$ cat config.mk
export PLATFORM = sky130hd
export DESIGN_NAME = ir_nec_rx
export DESIGN_NICKNAME = d
export VERILOG_FILES = /design/src/rtl/ir_nec_rx.sv
export SDC_FILE = /design/constraint.sdc
export NUM_CORES = 1
export LEC_CHECK = 0
export ABC_AREA = 1
export BUFFER_PORTS_ARGS = -buffer_cell sky130_fd_sc_hd__buf_2
export CAP_MARGIN = 20
export CELL_PAD_IN_SITES_DETAIL_PLACEMENT = 1
export CELL_PAD_IN_SITES_GLOBAL_PLACEMENT = 2
export CORE_ASPECT_RATIO = 1.4
export CORE_MARGIN = 5
export CORE_UTILIZATION = 41
export CTS_BUF_LIST = sky130_fd_sc_hd__clkbuf_8
export DETAILED_ROUTE_END_ITERATION = 12
export GPL_TIMING_DRIVEN = 0
export PLACE_DENSITY = 0.92
export SKIP_CTS_REPAIR_TIMING = 1
export SKIP_LAST_GASP = 1
export SLEW_MARGIN = 20
export SYNTH_ARGS = -nofsm -noshare
export SYNTH_HDL_FRONTEND = slang
export SYNTH_SLANG_ARGS = --single-unit
$ cat constraint.sdc
create_clock -name clk -period 3.42 [get_ports clk]
set_input_delay 0.342 -clock clk [delete_from_list [all_inputs] [get_ports clk]]
set_output_delay 0.342 -clock clk [all_outputs]
set_load 0.05 [all_outputs]
$ cat src/rtl/ir_nec_rx.sv
// ir_nec_rx: NEC IR frame receiver measuring filtered pulse/space durations on an oversampled tick grid.
// Reports command/address on valid, repeat codes on repeat_, and aborted or rejected frames on error.
module ir_nec_rx #(
    parameter int TICK_DIV  = 3516,
    parameter int OS        = 8,
    parameter int FILT      = 2,
    parameter bit EXT_ADDR  = 1'b0,
    parameter bit IN_INVERT = 1'b0
) (
    input  logic        clk,
    input  logic        reset,
    input  logic        signal,
    output logic [7:0]  value,
    output logic [15:0] address,
    output logic        valid,
    output logic        repeat_,
    output logic        error,
    output logic        busy
);
    localparam int DW = (TICK_DIV > 1) ? $clog2(TICK_DIV) : 1;
    localparam int FW = $clog2(FILT + 1);
    localparam int IW = $clog2(256 * OS + 1);
    localparam logic SPACE_RAW = !IN_INVERT;
    localparam logic [IW-1:0] IDLE_MAX = IW'(256 * OS);
    localparam logic [8:0] LB_LO = 9'(12 * OS), LB_HI = 9'(20 * OS);
    localparam logic [8:0] LS_LO = 9'(6 * OS),  LS_HI = 9'(10 * OS);
    localparam logic [8:0] RS_LO = 9'(3 * OS),  RS_HI = 9'(5 * OS);
    localparam logic [8:0] B_LO  = 9'(OS / 2),  B_HI  = 9'(3 * OS / 2);
    localparam logic [8:0] S0_LO = 9'(OS / 2),  S0_HI = 9'(2 * OS - 1);
    localparam logic [8:0] S1_LO = 9'(2 * OS),  S1_HI = 9'(4 * OS);

    typedef enum logic [2:0] {IDLE, LEAD_BURST, LEAD_SPACE, BIT_BURST, BIT_SPACE, STOP_BURST, CHECK} state_t;

    state_t          state_q, state_d;
    logic [1:0]      sync_q, sync_d;
    logic [DW-1:0]   div_q, div_d;
    logic            filt_q, filt_d;
    logic [FW-1:0]   fcnt_q, fcnt_d;
    logic [8:0]      dur_q, dur_d;
    logic [4:0]      bit_q, bit_d;
    logic [31:0]     sr_q, sr_d;
    logic            rpt_q, rpt_d;
    logic            rpt_ok_q, rpt_ok_d;
    logic [IW-1:0]   idle_q, idle_d;
    logic [7:0]      value_q, value_d;
    logic [15:0]     address_q, address_d;
    logic            valid_q, valid_d, repeat_q, repeat_d, error_q, error_d, busy_q, busy_d;
    logic            tick, inb, edge_ev, rise, fall, err;
    logic            lb, ls, rs, bw, s0, s1, cmd_ok, addr_ok;

    function automatic logic win(input logic [8:0] d, input logic [8:0] lo, input logic [8:0] hi);
        return (d >= lo) && (d <= hi);
    endfunction

    assign tick    = div_q == DW'(TICK_DIV - 1);
    assign inb     = sync_q[1] ^ SPACE_RAW;
    assign edge_ev = tick && (inb != filt_q) && (fcnt_q == FW'(FILT - 1));
    assign rise    = edge_ev && inb;
    assign fall    = edge_ev && !inb;
    assign lb      = win(dur_q, LB_LO, LB_HI);
    assign ls      = win(dur_q, LS_LO, LS_HI);
    assign rs      = win(dur_q, RS_LO, RS_HI);
    assign bw      = win(dur_q, B_LO, B_HI);
    assign s0      = win(dur_q, S0_LO, S0_HI);
    assign s1      = win(dur_q, S1_LO, S1_HI);
    assign cmd_ok  = sr_q[23:16] == ~sr_q[31:24];
    assign addr_ok = EXT_ADDR || (sr_q[15:8] == ~sr_q[7:0]);

    always_comb begin
        sync_d    = {sync_q[0], signal};
        div_d     = tick ? '0 : div_q + 1'b1;
        filt_d    = edge_ev ? inb : filt_q;
        fcnt_d    = !tick ? fcnt_q : (inb == filt_q || edge_ev) ? '0 : fcnt_q + 1'b1;
        // Edges see the pre-increment duration, then restart the measurement.
        dur_d     = edge_ev ? '0 : (tick && dur_q != 9'h1FF) ? dur_q + 1'b1 : dur_q;
        state_d   = state_q;
        bit_d     = bit_q;
        sr_d      = sr_q;
        rpt_d     = rpt_q;
        rpt_ok_d  = rpt_ok_q;
        value_d   = value_q;
        address_d = address_q;
        valid_d   = 1'b0;
        repeat_d  = 1'b0;
        err       = 1'b0;
        case (state_q)
            IDLE:       state_d = rise ? LEAD_BURST : IDLE;
            LEAD_BURST: if (fall) begin
                state_d = lb ? LEAD_SPACE : IDLE;
                err     = !lb;
            end
            LEAD_SPACE: if (rise) begin
                state_d = ls ? BIT_BURST : rs ? STOP_BURST : IDLE;
                bit_d   = '0;
                rpt_d   = rs;
                err     = !ls && !rs;
            end
            BIT_BURST: if (fall) begin
                state_d = bw ? BIT_SPACE : IDLE;
                err     = !bw;
            end
            BIT_SPACE: if (rise) begin
                state_d = !(s0 || s1) ? IDLE : (bit_q == 5'd31) ? STOP_BURST : BIT_BURST;
                sr_d    = {s1, sr_q[31:1]};
                bit_d   = bit_q + 1'b1;
                err     = !(s0 || s1);
            end
            STOP_BURST: if (fall) begin
                state_d = bw ? CHECK : IDLE;
                err     = !bw;
            end
            CHECK: begin
                state_d = IDLE;
                if (rpt_q) begin
                    repeat_d = rpt_ok_q;
                    err      = !rpt_ok_q;
                end else if (cmd_ok && addr_ok) begin
                    valid_d   = 1'b1;
                    value_d   = sr_q[23:16];
                    address_d = sr_q[15:0];
                    rpt_ok_d  = 1'b1;
                end else begin
                    err = 1'b1;
                end
            end
            default: state_d = IDLE;
        endcase
        // A level stuck long enough to saturate the counter aborts the frame.
        if (state_q != IDLE && state_q != CHECK && dur_q == 9'h1FF) begin
            state_d = IDLE;
            err     = 1'b1;
        end
        idle_d   = (state_q != IDLE) ? '0 : (tick && idle_q != IDLE_MAX) ? idle_q + 1'b1 : idle_q;
        rpt_ok_d = (err || idle_q == IDLE_MAX) ? 1'b0 : rpt_ok_d;
        error_d  = err;
        busy_d   = state_d != IDLE;
    end

    always_ff @(posedge clk or negedge reset) begin
        if (!reset) begin
            state_q   <= IDLE;
            sync_q    <= {2{SPACE_RAW}};
            div_q     <= '0;
            filt_q    <= 1'b0;
            fcnt_q    <= '0;
            dur_q     <= '0;
            bit_q     <= '0;
            sr_q      <= '0;
            rpt_q     <= 1'b0;
            rpt_ok_q  <= 1'b0;
            idle_q    <= '0;
            value_q   <= '0;
            address_q <= '0;
            valid_q   <= 1'b0;
            repeat_q  <= 1'b0;
            error_q   <= 1'b0;
            busy_q    <= 1'b0;
        end else begin
            state_q   <= state_d;
            sync_q    <= sync_d;
            div_q     <= div_d;
            filt_q    <= filt_d;
            fcnt_q    <= fcnt_d;
            dur_q     <= dur_d;
            bit_q     <= bit_d;
            sr_q      <= sr_d;
            rpt_q     <= rpt_d;
            rpt_ok_q  <= rpt_ok_d;
            idle_q    <= idle_d;
            value_q   <= value_d;
            address_q <= address_d;
            valid_q   <= valid_d;
            repeat_q  <= repeat_d;
            error_q   <= error_d;
            busy_q    <= busy_d;
        end
    end

    assign value   = value_q;
    assign address = address_q;
    assign valid   = valid_q;
    assign repeat_ = repeat_q;
    assign error   = error_q;
    assign busy    = busy_q;
endmodule

* After elaboration in Yosys (flattened, before gate mapping)
Cells that the tools add are included.
Cells by class: $add $sub $neg 5, $lt $le $gt $ge 11, equal/unequal tests 21, muxes and demuxes 41, bitwise gates (word level) 4, reduce and logical (&&, ||, !) cells 39
Operators with widths (count):
- 12-bit two-way mux | 3
- 3-bit two-way mux | 12
- 12-bit by 1-bit adder with 12-bit output (second input constant) | 2
- 12-bit == test (second input constant) | 2
- 9-bit by 5-bit >= comparator with 1-bit output (second input constant) | 2
- 9-bit by 4-bit <= comparator with 1-bit output (second input constant) | 2
- 9-bit by 6-bit <= comparator with 1-bit output (second input constant) | 2
- 9-bit two-way mux | 2
- 3-bit case mux with 6 select lines | 1
- 1-bit two-way mux | 17
- 8-bit == test | 2
- 1-bit logical AND | 16
- 8-bit NOT | 2
- 12-bit != test (second input constant) | 1
- 5-bit two-way mux | 2
- 5-bit case mux with 2 select lines | 1
- 2-bit nonzero test | 5
- 9-bit by 1-bit adder with 9-bit output (second input constant) | 1
- 3-bit == test (second input constant) | 3
- 9-bit == test (second input constant) | 1
- 9-bit by 3-bit >= comparator with 1-bit output (second input constant) | 1
- 9-bit by 6-bit >= comparator with 1-bit output (second input constant) | 1
- 9-bit by 7-bit >= comparator with 1-bit output (second input constant) | 1
- 9-bit by 7-bit <= comparator with 1-bit output (second input constant) | 1
- other kinds (23) | 38
Storage, ports and cells: flip-flop bits (word level) 108, input port bits 3, output and inout port bits 28

* Longest topological paths before layout
Gate-level depths: netlist (run 1).
depth in word-level cells 11, gate-level depth with buffers 14

* Least setup slack after synthesis (run 1)
Ideal clock, no wire load.
path type register -> register, from register div_q[0], to register sr_q[25], setup time 0.125 ns, arrival time 1.761 ns, required time 3.295 ns, slack 1.533 ns, stages on the path, launching flop included 11, path buffers 1, clock period less this slack 1.887 ns, cells stage by stage dfrtp_1 > ha_1 > nand2_1 > nor2_1 > nand3_2 > nor2_8 > inv_2 > nor2_4 > nand2_4 > buf_6 > mux2_4
On the way: word-level cells in the longest chain between the ends 5
Ends and longest elaborated chain:
- from (decl) | RTL line 36 | logic [DW-1:0] div_q, div_d;
- from (signal assigned) | RTL line 161 | div_q <= div_d;
- 12-bit == test | RTL line 55 | assign tick = div_q == DW'(TICK_DIV - 1);
- 1-bit logical AND (2 in a row) | RTL line 57 | assign edge_ev = tick && (inb != filt_q) && (fcnt_q == FW'(FILT - 1));
- 1-bit logical AND | RTL line 58 | assign rise = edge_ev && inb;
- 2-bit AND reduction (no source line)
- to (signal assigned) | RTL line 166 | sr_q <= sr_d;
- to (decl) | RTL line 41 | logic [31:0] sr_q, sr_d;
Every way passes these cells. A chain may end at the register's enable or synchronous reset.

* Final worst setup path (run 1)
from register div_q[0], to register sr_q[14]
The elaborated chain is that of the path after synthesis.

==> flow_summary.yaml, run 1 <==
placement:
  dp_hpwl_mm: 11.2
  pre_cts_ws_ps: 1080
  place_congestion: 0.874
  port_buffers: 30
floorplanning:
  rows: 50
  die-area_um2: 15900
  ioPinCount: 31
  die_x_um: 108
  die_y_um: 147
  core-area_um2: 13300
  start_util_pct: 41.4
final_layout:
  drive_gt1_share_pct: 9.44
  nets: 759
  diodes: 0
  area_delta_synth_final_pct: 11.1
global_route:
  use_met2_pct: 38.4
  first_global_vias: 5192
  antenna_found_initial: 0
  grt-ovfl-total: 0
  grtUsageTotal_pct: 19.7
  grt_pass1_wl_mm: 25.3
  grt_max_degree: 79
  grt_use_met3_pct: 2.55
  use_met1_pct: 21.5
  grt_busiest_layer: "met2"
sta:
  fin_ws_ps: 1080
  rsz0062_at_grt: "false"
  timing_hold_violations_final: 0
  tns_ps: 0
  clock_skew_ps: 15.0
  fin_crit_sh_pct: 68.3
  max_freq_mhz: 428
  maxSlewHeadroom_pct: 60.0
  drv_slew: 0
  final.min_clock_period_ps: 2340
  setup_violations: 0
  worst_slew_pin_slew_ps: 594
synth:
  synthDistinctLibCells: 35
  ys.flop_type: "dfrtp_1"
  yosys-top-cells-area: "dfrtp_1, nand2_1, o21ai_0, inv_1, nor2_1"
  ys_ff_latch: 108
  synth_top_family_by_area: "simple AND/OR/NAND/NOR gates"
  synth_area_um2: 5520
  synth_compound_area_share_pct: 10.9
  syn_inst: 704
  ys_seq_area_share_pct: 49.0
  syn_nets: 716
  synthArstFlopShare_pct: 100
  yosysWarningCount: 0
  netlist.area_leader.share_pct: 48.0
  syn_avg_cell_area_um2: 7.84
  yosys.area_share.simple_pct: 27.2
  muxShareOfSynthArea_pct: 1.63
  synth_edf_count: 0
  synth_top_area_cell: "dfrtp_1"
  synth_fa_ha_area_share_pct: 2.04
  synthXorXnorAreaFrac_pct: 1.27
routing:
  num_vias: 4766
  dr.pass1.iters: 4
  wl_mm: 14.5
  drtAntennaViolNets: 0
  drt_iter0_drc: 123
  drc_errors: 0
  viasPerCell: 5.10
  avgRoutedWirePerCell_um: 15.5
pwr:
  powerDensity_nw_per_um2: 343
  peakVddDrop_v: 0.000176
  p_leak_uw: 0.00299
worst_setup_path:
  critPathKind: "reg2reg"
  start_kind: "register"
  cp_data_arrival_time_ps: 2640
  rrSetupSlack_ps: 1080
  path_cells: "ha_1, nand2_1, nor2_1, nand3_2, nor2_8, inv_2, nor2_4, nand2_4, clkbuf_1, o21ai_0"
  reg2reg_depth: 10
  end_kind: "register"
  cp.required_ps: 3720
  slowest_delay_ps: 390
  rr_startpoint: "div_q[0]"
  cp_num_buf_inv: 2
  cpLargestDelayFamily: "simple AND/OR/NAND/NOR gates"
  timing.rr.end: "sr_q[14]"
  cp_max_fo: 10
  crit_slowest_cell: "dfrtp_1"
  cp-startpoint: "div_q[0]"
min_path:
  holdPathEnd: "sync_q[0]"
  holdPathStages: 1
  hp-class: "in2reg"
  hold_start: "signal"
flow_run:
  maxCapViolCount: 0
clock_network:
  clk_path_buf_depth: 2
  cts_buffers: 9
  path_clk_slew_ps: 110
  h-tree-depth: 3
  cts_tree: "done"
  clk_latency_ps: 390
  cts.sinks: 108
  root_buffer: "clkbuf_8"
outcome:
  status: "finished clean"
-- per-stage QoR --
stage               hold slack (ps)  instances  util, %  area [µm²]  power, µW
floorplan                      46.4        704        -        5520       1310
global placement                346        916     44.3        5900       1340
detailed placement              247        917     44.5        5930       1340
CTS                            -187        933     46.0        6120       2130
global route                   6.66        934     46.0        6130       2190
finish                         32.6        934     46.0        6130       2110
-- per-layer routing --
layer	part of all wire, %	wire length [µm]	vias up
li1	-	-	2356
met1	39	5650	2333
met2	57	8270	51
met3	2.0	290	26
met4	1.9	282	0
met5	0	0	-
-- cells in the mapped netlist, types with 2 or more instances --
master	number
nand3_1	50
ha_1	9
nand2_4	2
o21a_1	3
a211oi_1	2
xor2_1	4
xnor2_1	4
o21ai_0	87
mux2_4	6
nand4_1	16
a31oi_1	2
nor2_1	69
or2_2	3
nor3_1	18
nand2_1	168
dfstp_2	2
nor4_1	7
a21oi_1	18
nand2_2	2
inv_2	3
and2_1	2
inv_1	97
clkbuf_1	13
dfrtp_1	106
-- registers in the layout, summed over array words and instances (netlist names), 2 cells and up --
signal,flops
sync_q,2
state_q,3
fcnt_q,2
dur_q,9
bit_q,5
div_q,12
address,16
sr_q,32
value,8
idle_q,12
-- cells by family after synthesis --
group	count (synthesis)
simple gates	343
flops	108
compound gates	115
xor+xnor	8
mux	6
fa+ha+maj	9
buf+inv	115
-- how the worst max path moves through the flow --
stage	cells after the start	to
finish	10	sr_q[14]
detailed placement	10	sr_q[14]
CTS	10	sr_q[7]
floorplan	10	sr_q[25]
global placement	1	idle_q[3]
global route	13	rpt_ok_q
-- power by group --
group / total (µW) / switching, µW / internal, µW
registers: 1280 / 2.09 / 1280
logic: 34.5 / 28.1 / 6.44
clock network: 792 / 507 / 285
total: 2110 / 537 / 1570
-- area by class of cell --
cell class / instances / area [µm²]
clock inverters: 7 / 67.6
plain buffers: 15 / 65.1
inverters: 100 / 375
clock buffers: 9 / 124
multi-input cells: 481 / 2380
fillers: 1690 / 7190
well taps: 182 / 228
repair buffers: 32 / 194
flip-flops and latches: 108 / 2710
-- layout by cell type (no fill, tap or decap), types with 2 or more instances in the layout --
| cell | n |
|---|---|
| a211oi_1 | 2 |
| a21oi_1 | 18 |
| a31oi_1 | 2 |
| and2_1 | 2 |
| buf_2 | 30 |
| buf_6 | 2 |
| clkbuf_1 | 13 |
| clkbuf_8 | 9 |
| dfrtp_1 | 106 |
| dfstp_2 | 2 |
| ha_1 | 9 |
| inv_1 | 97 |
| inv_2 | 3 |
| inv_6 | 3 |
| mux2_4 | 6 |
| nand2_1 | 168 |
| nand2_2 | 2 |
| nand2_4 | 2 |
| nand3_1 | 50 |
| nand4_1 | 16 |
| nor2_1 | 69 |
| nor3_1 | 18 |
| nor4_1 | 7 |
| o21a_1 | 3 |
| o21ai_0 | 87 |
| or2_2 | 3 |
| xnor2_1 | 4 |
| xor2_1 | 4 |
Note: power is estimated with default switching activity, not from simulation.
==> inputs of run 2 (changes only) <==
--- a/config.mk
+++ b/config.mk
@@ -5,18 +5,18 @@
 export SDC_FILE = /design/constraint.sdc
 export NUM_CORES = 1
 export LEC_CHECK = 0
-export ABC_AREA = 1
+export ABC_AREA = 0
 export BUFFER_PORTS_ARGS = -buffer_cell sky130_fd_sc_hd__buf_2
 export CAP_MARGIN = 20
 export CELL_PAD_IN_SITES_DETAIL_PLACEMENT = 1
 export CELL_PAD_IN_SITES_GLOBAL_PLACEMENT = 2
 export CORE_ASPECT_RATIO = 1.4
 export CORE_MARGIN = 5
-export CORE_UTILIZATION = 41
+export CORE_UTILIZATION = 37
 export CTS_BUF_LIST = sky130_fd_sc_hd__clkbuf_8
 export DETAILED_ROUTE_END_ITERATION = 12
 export GPL_TIMING_DRIVEN = 0
-export PLACE_DENSITY = 0.92
+export PLACE_DENSITY = 0.82
 export SKIP_CTS_REPAIR_TIMING = 1
 export SKIP_LAST_GASP = 1
 export SLEW_MARGIN = 20
==> constraint.sdc (replaced) <==
create_clock -name clk -period 1.95 [get_ports clk]
set_input_delay 0.195 -clock clk [delete_from_list [all_inputs] [get_ports clk]]
set_output_delay 0.195 -clock clk [all_outputs]
set_load 0.05 [all_outputs]
==> run 2 against run 1 <==
  * The run now ends with setup timing left
  * Die area is 6.0% higher
  * Global-route usage is 3.9 points lower
  * Maximum frequency down 3.5%
  * Setup slack got worse by 1600 ps
  * Worst hold slack better by 240 ps
==> flow_summary.yaml, run 2 <==
outcome:
  status: "finished with violations"
  violations: "setup timing"
placement:
  place_congestion: 0.783
  pre_cts_ws_ps: -683
  port_buffers: 30
  placedInstanceArea_um2: 5760
  dp_cells: 761
  dp_hpwl_mm: 9.46
routing:
  wl_met1_mm: 5.65
  dr.pass1.iters: 4
  viasPerCell: 5.21
  wl_met2_mm: 7.46
  drt_iter0_drc: 189
  wl_mm: 13.7
  num_vias: 4217
  avgRoutedWirePerCell_um: 16.9
  drtAntennaViolNets: 0
  met3WireLength_um: 340
  drc_errors: 0
  highest_layer: "met4"
floorplanning:
  ioPinCount: 31
  die_x_um: 111
  core-area_um2: 14000
  rows: 51
  die_y_um: 152
  die-area_um2: 16900
  start_util_pct: 38.0
sta:
  hold_ws_ps: 272
  setup_violations: 94
  maxSlewHeadroom_pct: 54.1
  clock_skew_ps: 21.6
  drv_slew: 0
  fin_ws_ps: -471
  rsz0062_at_grt: "true"
  timing_hold_violations_final: 0
  max_freq_mhz: 413
  final.min_clock_period_ps: 2420
  worst_slew_pin_slew_ps: 679
  fin_crit_sh_pct: 124
clock_network:
  h-tree-depth: 3
  root_buffer: "clkbuf_8"
  cts.sinks: 108
  cts_tree: "done"
  clk_path_buf_depth: 2
  clk_latency_ps: 390
  path_clk_slew_ps: 120
  cts_buffers: 9
synth:
  syn_nets: 556
  synth_common_cells: "nand2_1, dfrtp_1, nor2_1"
  synthArstFlopShare_pct: 100
  ys_seq_area_share_pct: 51.0
  syn_inst: 544
  syn_avg_cell_area_um2: 9.75
  synth_area_um2: 5310
  yosys-top-cells-area: "dfrtp_1, nand2_1, mux2_2, xnor2_1, nor2_1"
  synth_top_area_cell: "dfrtp_1"
  yosys.cell_count.top_type: "nand2_1"
  netlist.area_leader.share_pct: 50.0
  ys.flop_type: "dfrtp_1"
  synth_edf_count: 0
  yosysWarningCount: 0
  ys_ff_latch: 108
  synthDistinctLibCells: 57
pwr:
  pwr-share-clk_pct: 37.7
  p_leak_uw: 0.00317
  intPower_uw: 2770
  p_sw_share_pct: 25.5
  powerDensity_nw_per_um2: 561
  seq_power_share_pct: 60.5
  p_switching_uw: 945
  combPwrFrac_pct: 1.8
  peakVddDrop_v: 0.000369
worst_setup_path:
  cp_max_fo: 10
  end_kind: "register"
  cp_data_arrival_time_ps: 2700
  cp.required_ps: 2230
  critPathKind: "reg2reg"
  start_kind: "register"
final_layout:
  drive_gt1_share_pct: 27.7
  nets: 632
  largest_register_ff_count: 32
  final_common_cell: "nand2_1"
  stdcell_count: 810
  fin_area_um2: 6620
  regMostFlops: "sr_q"
  diodes: 0
  area_delta_synth_final_pct: 24.8
  final_cell_mix: "nand2_1, dfrtp_1, nor2_1, buf_2, xnor2_1"
global_route:
  grtUsageTotal_pct: 15.8
  first_global_vias: 4312
  grt-ovfl-total: 0
  antenna_found_initial: 0
  grt_max_degree: 71
  grt_pass1_wl_mm: 21.8
flow_run:
  maxCapViolCount: 0
min_path:
  hp-class: "in2async"
## run 2: cell families after synthesis
family / share of synthesized area [%]
and+or+nand+nor: 24.5
DFF: 51.0
AOI/OAI and AO/OA: 6.96
xor gates and xnor gates: 6.93
buffers and inverters: 3.07
muxes: 5.49
adders and majority gates: 2.12
## run 2: power groups by stage
| stage | logic [µW] | clock network, µW | registers, µW |
|---|---|---|---|
| 3_3_place_gp | 56.1 | 0 | 2290 |
| 5_1_grt | 79.2 | 1550 | 2250 |
| 6_report | 67.6 | 1400 | 2240 |
| 4_1_cts | 65.3 | 1470 | 2240 |
| 2_1_floorplan | 6.31 | 0 | 2290 |
| 3_5_place_dp | 65.4 | 0 | 2290 |
## run 2: worst paths after layout
check	from	to	slack, ps	depth (start not counted)
max	fcnt_q[1]	sr_q[13]	-470	10
min	reset	sr_q[6]	270	2
max reg2reg	fcnt_q[1]	sr_q[13]	-470	10
min reg2reg	sync_q[0]	sync_q[1]	360	0
max in group asynchronous	reset	idle_q[1]	980	3
min in group clk	sync_q[0]	sync_q[1]	360	0
## run 2: final cells by class
type / count / area (µm²)
Sequential cell: 108 / 2710
Buffer: 22 / 168
Inverter: 11 / 41.3
Clock inverter: 7 / 75.1
Fill cell: 1543 / 7350
Tap cell: 185 / 231
Multi-Input combinational cell: 401 / 2770
Clock buffer: 9 / 124
Timing Repair Buffer: 67 / 500
## run 2: critical path, cell delays in order (launching register included)
cell and delay, ps:
dfrtp_1 390, inv_2 70, ha_4 140, nand4b_1 120, or4_4 530, buf_6 150
or4_4 470, buf_6 160, buf_6 140, nand2_1 70, nand2_1 60
## run 2: stage by stage
stage                     utilization, %  total power (µW)  setup TNS, ps
after floorplan                        -              2290         -10370
after global placement              40.9              2340        -109710
after detailed placement            41.2              2350         -45490
after CTS                           42.7              3780         -49340
after global routing                47.4              3870         -32880
final                               47.4              3710         -22740
## run 2: layer usage
layer  global-route usage [%]  up-vias
li1                         -     1996
met1                     17.8     2151
met2                     30.9       53
met3                     2.70       17
met4                     4.20        0
met5                        0        -
==> inputs of run 3 (changes only) <==
--- a/config.mk
+++ b/config.mk
@@ -17,6 +17,7 @@
 export DETAILED_ROUTE_END_ITERATION = 12
 export GPL_TIMING_DRIVEN = 0
 export PLACE_DENSITY = 0.82
+export SETUP_SLACK_MARGIN = 0.4
 export SKIP_CTS_REPAIR_TIMING = 1
 export SKIP_LAST_GASP = 1
 export SLEW_MARGIN = 20
==> run 3 against run 2 <==
  * Worst hold slack improved by 14 ps
  * Clock power is 12% higher
  * Core utilization grew 4.6 points
  * Design area grew 9.7%
  * Cell count increased by 4.1%
  * Wire length grew 12%
  * Setup slack got worse by 34 ps
  * The run still ends with setup timing left
  * Via count rose by 4.9%
  * Register-to-register slack got worse by 30 ps
  * Power is 4.6% higher
  * Highest routed layer unchanged
  * Sequential cell count unchanged
  * Critical path depth shrank 1
==> flow_summary.yaml, run 3 (synthesis results as in run 2) <==
outcome:
  status: "finished with violations"
  violations: "setup timing"
sta:
  max_freq_mhz: 407
  setup_violations: 71
  worst_slew_pin_slew_ps: 533
  final.min_clock_period_ps: 2460
  fin_crit_sh_pct: 126
  fin_ws_ps: -505
  rsz0062_at_grt: "true"
  hold_ws_ps: 285
  maxSlewHeadroom_pct: 64.4
  drv_slew: 0
  tns_ps: -22430
  clock_skew_ps: 14.8
  timing_hold_violations_final: 0
routing:
  drc_errors: 0
  dr.pass1.iters: 6
  num_vias: 4422
  viasPerCell: 5.25
  drt_iter0_drc: 181
  drtAntennaViolNets: 0
  avgRoutedWirePerCell_um: 18.1
  wl_mm: 15.3
worst_setup_path:
  end_kind: "register"
  cp_max_fo: 10
  cp-startpoint: "fcnt_q[0]"
  rr_startpoint: "fcnt_q[0]"
  start_kind: "register"
  critPathKind: "reg2reg"
  cp.required_ps: 2220
  cp_data_arrival_time_ps: 2730
clock_network:
  path_clk_slew_ps: 110
  h-tree-depth: 3
  root_buffer: "clkbuf_8"
  clk_latency_ps: 390
  clk_path_buf_depth: 2
  cts.sinks: 108
  cts_tree: "done"
  cts_buffers: 9
floorplanning:
  core-area_um2: 14000
  rows: 51
  die-area_um2: 16900
  die_x_um: 111
  die_y_um: 152
  start_util_pct: 38.0
  ioPinCount: 31
min_path:
  hp-class: "in2async"
final_layout:
  drive_gt1_share_pct: 36.0
  utilization_pct: 52.0
  fin_area_um2: 7260
  largest_register_ff_count: 32
  diodes: 0
  final_cell_mix: "nand2_1, dfrtp_1, buf_4, nor2_1, buf_2"
  final_common_cell: "nand2_1"
  regMostFlops: "sr_q"
  nets: 666
  stdcell_count: 843
  area_delta_synth_final_pct: 36.8
global_route:
  first_global_vias: 4392
  use_met2_pct: 30.3
  grt_busiest_layer: "met2"
  grt_pass1_wl_mm: 22.1
  antenna_found_initial: 0
  grt_max_degree: 68
  use_met1_pct: 18.4
  grt_use_met3_pct: 2.90
  grtUsageTotal_pct: 16.2
  grt-ovfl-total: 0
placement:
  placedInstanceArea_um2: 5950
  dp_cells: 760
  port_buffers: 30
  place_congestion: 0.804
  dp_hpwl_mm: 9.55
pwr:
  powerDensity_nw_per_um2: 535
  p_leak_uw: 0.00348
  peakVddDrop_v: 0.000273
flow_run:
  maxCapViolCount: 0
## run 3: report_power, final
part	internal, µW	switching, µW	leakage (µW)
Clock	760	809	0.000113
Combinational	16.6	54.3	0.00189
Sequential	2240	1.89	0.00148
Total	3020	866	0.00348
## run 3: routing by layer
layer | wire, µm | vias to the layer above
met3 | 438 | 28
met1 | 5940 | 2253
li1 | - | 2068
met2 | 8480 | 73
met5 | 0 | -
met4 | 432 | 0
## run 3: final cells by class
class,count,area [µm²]
Buffer,24,241
Clock buffer,10,138
Clock inverter,5,82.6
Fill cell,1581,6710
Inverter,11,41.3
Multi-Input combinational cell,401,3010
Sequential cell,108,2710
Tap cell,185,231
Timing Repair Buffer,99,803
## run 3: critical path, stage by stage (launching register included)
cell	delay [ps]
dfrtp_1	440
ha_4	170
nand4b_1	140
or4_4	550
buf_6	150
or4_4	480
buf_8	160
buf_6	140
nand2_1	60
nand2_1	60
## run 3: path summary, 6_finish.rpt
kind / cells after the start / slack [ps] / end
setup / recovery: 9 / -510 / sr_q[2]
hold / removal: 2 / 290 / sr_q[5]
setup reg to reg: 9 / -510 / sr_q[2]
hold reg to reg: 0 / 370 / sync_q[1]
max in group asynchronous: 3 / 970 / idle_q[1]
min in group clk: 0 / 370 / sync_q[1]
## run 3: metrics by stage
step                setup slack (ps)  total power, µW
CTS                             -750             3910
global placement                -879             2340
finish                          -505             3880
detailed placement              -666             2350
floorplan                       -284             2290
global route                    -608             4020
